### src/rtl/char_pixel_renderer.sv
// Character-to-pixel renderer: fetches characters, looks up glyph rows in a font ROM, streams AXI4-Stream pixels.
// Optional macro CHAR_PIXEL_RENDERER_SPACING_EN appends one background pixel to every glyph cell.
`timescale 1ns/1ps
module char_pixel_renderer #(
    parameter int FONT_WIDTH        = 5,
    parameter int FONT_HEIGHT       = 8,
    parameter int CHAR_IMAGE_WIDTH  = 80,
    parameter int CHAR_IMAGE_HEIGHT = 34,
    parameter int PIXEL_WIDTH       = 24,
    parameter int FONT_ADDR_WIDTH   = 8 + $clog2(FONT_HEIGHT)
) (
    input  logic                       clk,
    input  logic                       rst,
    input  logic                       i_start_frame_stb,
    output logic                       o_read_frame_stb,
    output logic                       o_char_req_en,
    input  logic                       i_char_rdy,
    input  logic [7:0]                 i_char,
    output logic [FONT_ADDR_WIDTH-1:0] o_font_addr,
    input  logic [FONT_WIDTH-1:0]      i_font_data,
    input  logic [PIXEL_WIDTH-1:0]     i_fg_color,
    input  logic [PIXEL_WIDTH-1:0]     i_bg_color,
    output logic [PIXEL_WIDTH-1:0]     o_axis_tdata,
    output logic                       o_axis_tvalid,
    input  logic                       i_axis_tready,
    output logic                       o_axis_tuser,
    output logic                       o_axis_tlast,
    output logic                       o_busy,
    output logic                       o_frame_done_stb
);

`ifdef CHAR_PIXEL_RENDERER_SPACING_EN
    localparam int CELL_W = FONT_WIDTH + 1;
`else
    localparam int CELL_W = FONT_WIDTH;
`endif
    localparam int PIX_W  = $clog2(CELL_W + 1);
    localparam int COL_W  = (CHAR_IMAGE_WIDTH > 1)  ? $clog2(CHAR_IMAGE_WIDTH)  : 1;
    localparam int ROW_W  = (FONT_HEIGHT > 1)       ? $clog2(FONT_HEIGHT)       : 1;
    localparam int LINE_W = (CHAR_IMAGE_HEIGHT > 1) ? $clog2(CHAR_IMAGE_HEIGHT) : 1;

    localparam logic [PIX_W-1:0]  PIX_LAST  = PIX_W'(CELL_W - 1);
    localparam logic [COL_W-1:0]  COL_LAST  = COL_W'(CHAR_IMAGE_WIDTH - 1);
    localparam logic [ROW_W-1:0]  ROW_LAST  = ROW_W'(FONT_HEIGHT - 1);
    localparam logic [LINE_W-1:0] LINE_LAST = LINE_W'(CHAR_IMAGE_HEIGHT - 1);

    typedef enum logic [2:0] {
        S_IDLE,
        S_REQ_CHAR,
        S_FONT_WAIT,
        S_FONT_LATCH,
        S_EMIT
    } state_t;

    state_t                     r_state;
    state_t                     w_next;
    logic                       r_read_frame_stb;
    logic                       r_char_req_en;
    logic [FONT_ADDR_WIDTH-1:0] r_font_addr;
    logic [FONT_WIDTH-1:0]      r_shift;
    logic [PIX_W-1:0]           r_pix_cnt;
    logic [COL_W-1:0]           r_col;
    logic [ROW_W-1:0]           r_font_row;
    logic [LINE_W-1:0]          r_line;
    logic                       r_sof;
    logic                       r_tvalid;
    logic                       r_done_stb;

    logic w_accept;
    logic w_pix_last;
    logic w_cell_end;
    logic w_col_last;
    logic w_row_last;
    logic w_line_last;
    logic w_frame_end;
    logic w_pix_set;

    assign w_accept    = r_tvalid & i_axis_tready;
    assign w_pix_last  = (r_pix_cnt == PIX_LAST);
    assign w_cell_end  = w_accept & w_pix_last;
    assign w_col_last  = (r_col == COL_LAST);
    assign w_row_last  = (r_font_row == ROW_LAST);
    assign w_line_last = (r_line == LINE_LAST);
    assign w_frame_end = w_cell_end & w_col_last & w_row_last & w_line_last;

`ifdef CHAR_PIXEL_RENDERER_SPACING_EN
    // The trailing spacing pixel is background regardless of what the shifter holds.
    assign w_pix_set = r_shift[FONT_WIDTH-1] & (r_pix_cnt != PIX_W'(FONT_WIDTH));
`else
    assign w_pix_set = r_shift[FONT_WIDTH-1];
`endif

    always_ff @(posedge clk) begin
        if (rst) begin
            r_state <= S_IDLE;
        end else begin
            r_state <= w_next;
        end
    end

    always_comb begin
        w_next = r_state;
        case (r_state)
            S_IDLE:       if (i_start_frame_stb) w_next = S_REQ_CHAR;
            S_REQ_CHAR:   if (i_char_rdy) w_next = S_FONT_WAIT;
            S_FONT_WAIT:  w_next = S_FONT_LATCH;
            S_FONT_LATCH: w_next = S_EMIT;
            S_EMIT:       if (w_cell_end) w_next = w_frame_end ? S_IDLE : S_REQ_CHAR;
            default:      w_next = S_IDLE;
        endcase
    end

    always_ff @(posedge clk) begin
        if (rst) begin
            r_read_frame_stb <= 1'b0;
            r_char_req_en    <= 1'b0;
            r_font_addr      <= '0;
            r_shift          <= '0;
            r_pix_cnt        <= '0;
            r_col            <= '0;
            r_font_row       <= '0;
            r_line           <= '0;
            r_sof            <= 1'b0;
            r_tvalid         <= 1'b0;
            r_done_stb       <= 1'b0;
        end else begin
            r_read_frame_stb <= 1'b0;
            r_done_stb       <= 1'b0;
            case (r_state)
                S_IDLE: begin
                    if (i_start_frame_stb) begin
                        r_read_frame_stb <= 1'b1;
                        r_char_req_en    <= 1'b1;
                        r_col            <= '0;
                        r_font_row       <= '0;
                        r_line           <= '0;
                        r_sof            <= 1'b1;
                    end
                end
                S_REQ_CHAR: begin
                    // Request stays up until the buffer answers, then drops on that edge to avoid a second fetch.
                    if (i_char_rdy) begin
                        r_char_req_en <= 1'b0;
                        r_font_addr   <= FONT_ADDR_WIDTH'({i_char, r_font_row});
                    end
                end
                S_FONT_LATCH: begin
                    r_shift   <= i_font_data;
                    r_pix_cnt <= '0;
                    r_tvalid  <= 1'b1;
                end
                S_EMIT: begin
                    if (w_accept) begin
                        r_shift   <= r_shift << 1;
                        r_pix_cnt <= r_pix_cnt + PIX_W'(1);
                        r_sof     <= 1'b0;
                    end
                    if (w_cell_end) begin
                        r_tvalid <= 1'b0;
                        if (w_col_last) begin
                            r_col <= '0;
                            if (w_row_last) begin
                                r_font_row <= '0;
                                r_line     <= w_line_last ? '0 : r_line + LINE_W'(1);
                            end else begin
                                r_font_row <= r_font_row + ROW_W'(1);
                            end
                        end else begin
                            r_col <= r_col + COL_W'(1);
                        end
                        if (w_frame_end) begin
                            r_done_stb <= 1'b1;
                        end else begin
                            r_char_req_en <= 1'b1;
                        end
                    end
                end
                default: ;
            endcase
        end
    end

    assign o_read_frame_stb = r_read_frame_stb;
    assign o_char_req_en    = r_char_req_en;
    assign o_font_addr      = r_font_addr;
    assign o_axis_tvalid    = r_tvalid;
    assign o_axis_tdata     = r_tvalid ? (w_pix_set ? i_fg_color : i_bg_color) : '0;
    assign o_axis_tuser     = r_sof & r_tvalid;
    assign o_axis_tlast     = r_tvalid & w_col_last & w_pix_last;
    assign o_busy           = (r_state != S_IDLE);
    assign o_frame_done_stb = r_done_stb;

endmodule

### config.mk
export PLATFORM = sky130hd
export DESIGN_NAME = char_pixel_renderer
export DESIGN_NICKNAME = d
export VERILOG_FILES = /design/src/rtl/char_pixel_renderer.sv
export SDC_FILE = /design/constraint.sdc
export NUM_CORES = 1
export LEC_CHECK = 0
export CORE_MARGIN = 4
export CORE_UTILIZATION = 35
export CTS_CLUSTER_DIAMETER = 60
export DETAILED_ROUTE_END_ITERATION = 8
export PLACE_DENSITY = 0.69
export SYNTH_ARGS = -nofsm -noshare
export SYNTH_HDL_FRONTEND = slang
export SYNTH_SLANG_ARGS = --single-unit
### constraint.sdc
create_clock -name clk -period 2.6 [get_ports clk]
set_input_delay 0.52 -clock clk [delete_from_list [all_inputs] [get_ports clk]]
set_output_delay 0.52 -clock clk [all_outputs]
set_load 0.05 [all_outputs]
==> flow_summary.ini <==
[floorplan]
start_util_pct = 36.43
row_count = 30
top_level_ports = 108
die_area_mm2 = 0.008610
fp.dieW_um = 92.79
core_area_mm2 = 0.006907
die_h_um = 92.79

[timing]
min_period_over_period_pct = 96.88
clock.fmax_mhz = 397.0
setup_viol = 0
relSlewSlack_pct = 58.39
clock-skew-final_ns = 0.003879
hold_viol = 0
worst_pin_slew_ns = 0.6184
setup_tns_ns = 0
timing.hold.ws_ns = 0.4566
drv_slew = 0
rsz0062_at_grt = no
final.min_clock_period_ns = 2.519

[place]
io_buffers = 107
place.detailed.hpwl_um = 6040
routabilityCongestion = 0.8699

[setup_path]
critPathLaunchType = flip-flop
worstSetupPathType = reg -> out
crit_path_max_fanout = 12
reg2reg_depth = 6
crit_chain = nor2_1 -> nand2_1 -> clkdlybuf4s50_1
arrival_ns = 2.00
r2r_end = r_line[5]
crit_path_top_delay_cell = clkdlybuf4s50_1
cp-end-kind = output port
rr_startpoint = r_state[2]
required_ns = 2.08
reg2reg_slack_ns = 0.39
max_stage_delay_ns = 0.80

[synth]
syn_avg_cell_area_um2 = 8.013
mappedNetlistNets = 387
async_flop_share_pct = 0
ys_warn_count = 0
synth.yosys.seq_area_share_pct = 34.21
syn_inst = 314
synth_seq_cells = 43
ys_types = 49
synth_ff_type = dfxtp_1
synth_edf_count = 0
synth_area_mm2 = 0.002516

[min_path]
hold_path.class = reg -> reg
whs_endpoint = o_font_addr[2]
holdCritStartpoint = o_font_addr[2]
holdPathStages = 2

[clocking]
post_cts_buffers = 0
cts_buffers = 5
h-tree-depth = 2
clockBufferDepth = 2
clock_sinks = 43
clk_latency_ns = 0.30
cts_tree = done
root_buffer = clkbuf_8
clk_pin_slew_ns = 0.08

[routing]
num_vias = 2645
wl_per_cell_um = 14.79
via_per_inst = 5.087
drt-total-wl_um = 7693
drc = 0
ant_nets = 0
drt-initial-drc-count = 136
dr.pass1.iters = 4

[finish]
n_fill_cell = 647
drive_gt1_share_pct = 13.68
num_antenna_cells = 0
nNetsFinal = 496
area_growth_syn_to_layout_pct = 61.66

[grt]
grt_max_degree = 27
grt_pass1_vias = 2400
grt_pass1_wl_um = 12020
overflow = 0
antenna_found_initial = 0
track_usage_pct = 16.79

[power]
p_per_area_mw_per_mm2 = 372.1
peakVddDrop_uv = 285.6
p_leak_nw = 1.444

[run]
maxCapViolCount = 0

[run_status]
status = finished, final reports clean
[critical path: cells and delay by family (launching register included)]
family | cells | cell delay [ns]
simple gates | 2 | 0.33
buf+inv | 1 | 0.80
flops | 1 | 0.57
[kinds of logic after synthesis]
group	Yosys count	synth area share (%)
fa+ha+maj	7	3.481
mux	28	11.29
simple gates	144	29.88
compound gates	63	15.81
flops	43	34.21
xor+xnor	3	1.044
buf+inv	26	4.277
[repair_timing]
item / in CTS / in global routing
setup endpoints to repair: 0 / 1
hold buffers: 0 / 0
resized for setup: 0 / 1
[per-layer routing]
metal  global-route usage (%)  wire, um  vias up
met5                        0         0        -
met4                    3.297        98        0
met3                    4.630       662       10
met2                    29.33      3692      113
met1                    20.63      3240     1191
li1                         -         -     1331
[worst max-delay path by stage]
stage / from / endpoint / depth (start not counted) / slack [ns]
6_report: r_state[0] / o_busy / 3 / 0.08
5_1_grt: r_state[0] / o_busy / 3 / 0.02
3_3_place_gp: i_axis_tready / r_line[5] / 5 / 0.28
2_1_floorplan: r_shift[4] / o_axis_tdata[10] / 4 / 0.16
4_1_cts: r_col[0] / o_axis_tlast / 5 / 0.05
3_5_place_dp: i_axis_tready / r_line[0] / 6 / 0.24
[placed cells by master, fill, tap and decap left out, types with 2 or more instances in the layout]
cell type	n
clkdlybuf4s50_1	80
nand2_1	51
dfxtp_1	43
nor2b_1	27
a21oi_1	26
mux2i_1	25
buf_12	25
buf_4	16
nor2_1	15
nand3_1	13
o21ai_0	12
inv_1	7
ha_1	7
nor3_1	6
nand4_1	5
a311oi_1	5
clkbuf_8	5
or3_1	4
o211ai_1	4
and2_1	3
or4_1	3
a22oi_1	3
xor2_1	3
mux2_2	3
nor4b_1	2
nor4_1	2
or2_2	2
nand3b_1	2
and3_1	2
[power breakdown]
part           switching, mW  internal [mW]
clock                  0.236          0.188
combinational          0.194          0.201
sequential            0.0175          0.678
[cell usage after synthesis (2+ instances only)]
| cell type | instances | area, um^2 |
|---|---|---|
| dfxtp_1 | 43 | 860.8 |
| nor4b_1 | 2 | 17.52 |
| o21ai_0 | 12 | 60.06 |
| mux2i_1 | 25 | 250.2 |
| nor2b_1 | 27 | 168.9 |
| nand2_1 | 51 | 191.4 |
| or3_1 | 4 | 25.02 |
| a21oi_1 | 26 | 130.1 |
| nand3b_1 | 2 | 15.01 |
| ha_1 | 7 | 87.58 |
| nor2_1 | 15 | 56.30 |
| o211ai_1 | 4 | 30.03 |
| and3_1 | 2 | 12.51 |
| nand4_1 | 5 | 31.28 |
| a311oi_1 | 5 | 43.79 |
| mux2_2 | 3 | 33.78 |
| or2_2 | 2 | 12.51 |
| clkbuf_1 | 13 | 48.80 |
| a22oi_1 | 3 | 22.52 |
| nor3_1 | 6 | 30.03 |
| or4_1 | 3 | 22.52 |
| inv_1 | 7 | 26.28 |
| nand3_1 | 13 | 65.06 |
| nor4_1 | 2 | 12.51 |
| buf_1 | 3 | 11.26 |
| xor2_1 | 3 | 26.28 |
| and2_1 | 3 | 18.77 |
| buf_2 | 2 | 10.01 |
[final cells by class]
class                      instances  area [um^2]  share of cell area, %
clock buffer                       6        72.57                  1.784
clock inverter                     2        12.51                 0.3076
inverter                           7        26.28                 0.6460
multi-input combinational        245         1554                  38.20
sequential                        43        860.8                  21.16
tap                               96        120.1                  2.953
timing repair buffer             121         1421                  34.94
[state kept, by name, indices dropped and copies added, names as in the netlist, 3 cells and up]
| signal | count |
|---|---|
| r_font_row | 3 |
| r_pix_cnt | 3 |
| r_shift | 5 |
| r_state | 3 |
| o_font_addr | 11 |
| r_col | 7 |
| r_line | 6 |
[metrics by stage]
stage | power (mW) | area, um^2 | instances | worst slack [ns] | util, %
after floorplan | 0.9069 | 2516 | 314 | 0.1632 | -
after global placement | 1.102 | 3976 | 512 | 0.2785 | 57.57
after detailed placement | 1.106 | 3976 | 512 | 0.2430 | 57.57
after CTS | 1.536 | 4061 | 520 | 0.05073 | 58.80
after global routing | 1.591 | 4068 | 520 | 0.02287 | 58.89
final | 1.514 | 4068 | 520 | 0.08121 | 58.89
Power figures use the tool's default switching activity.
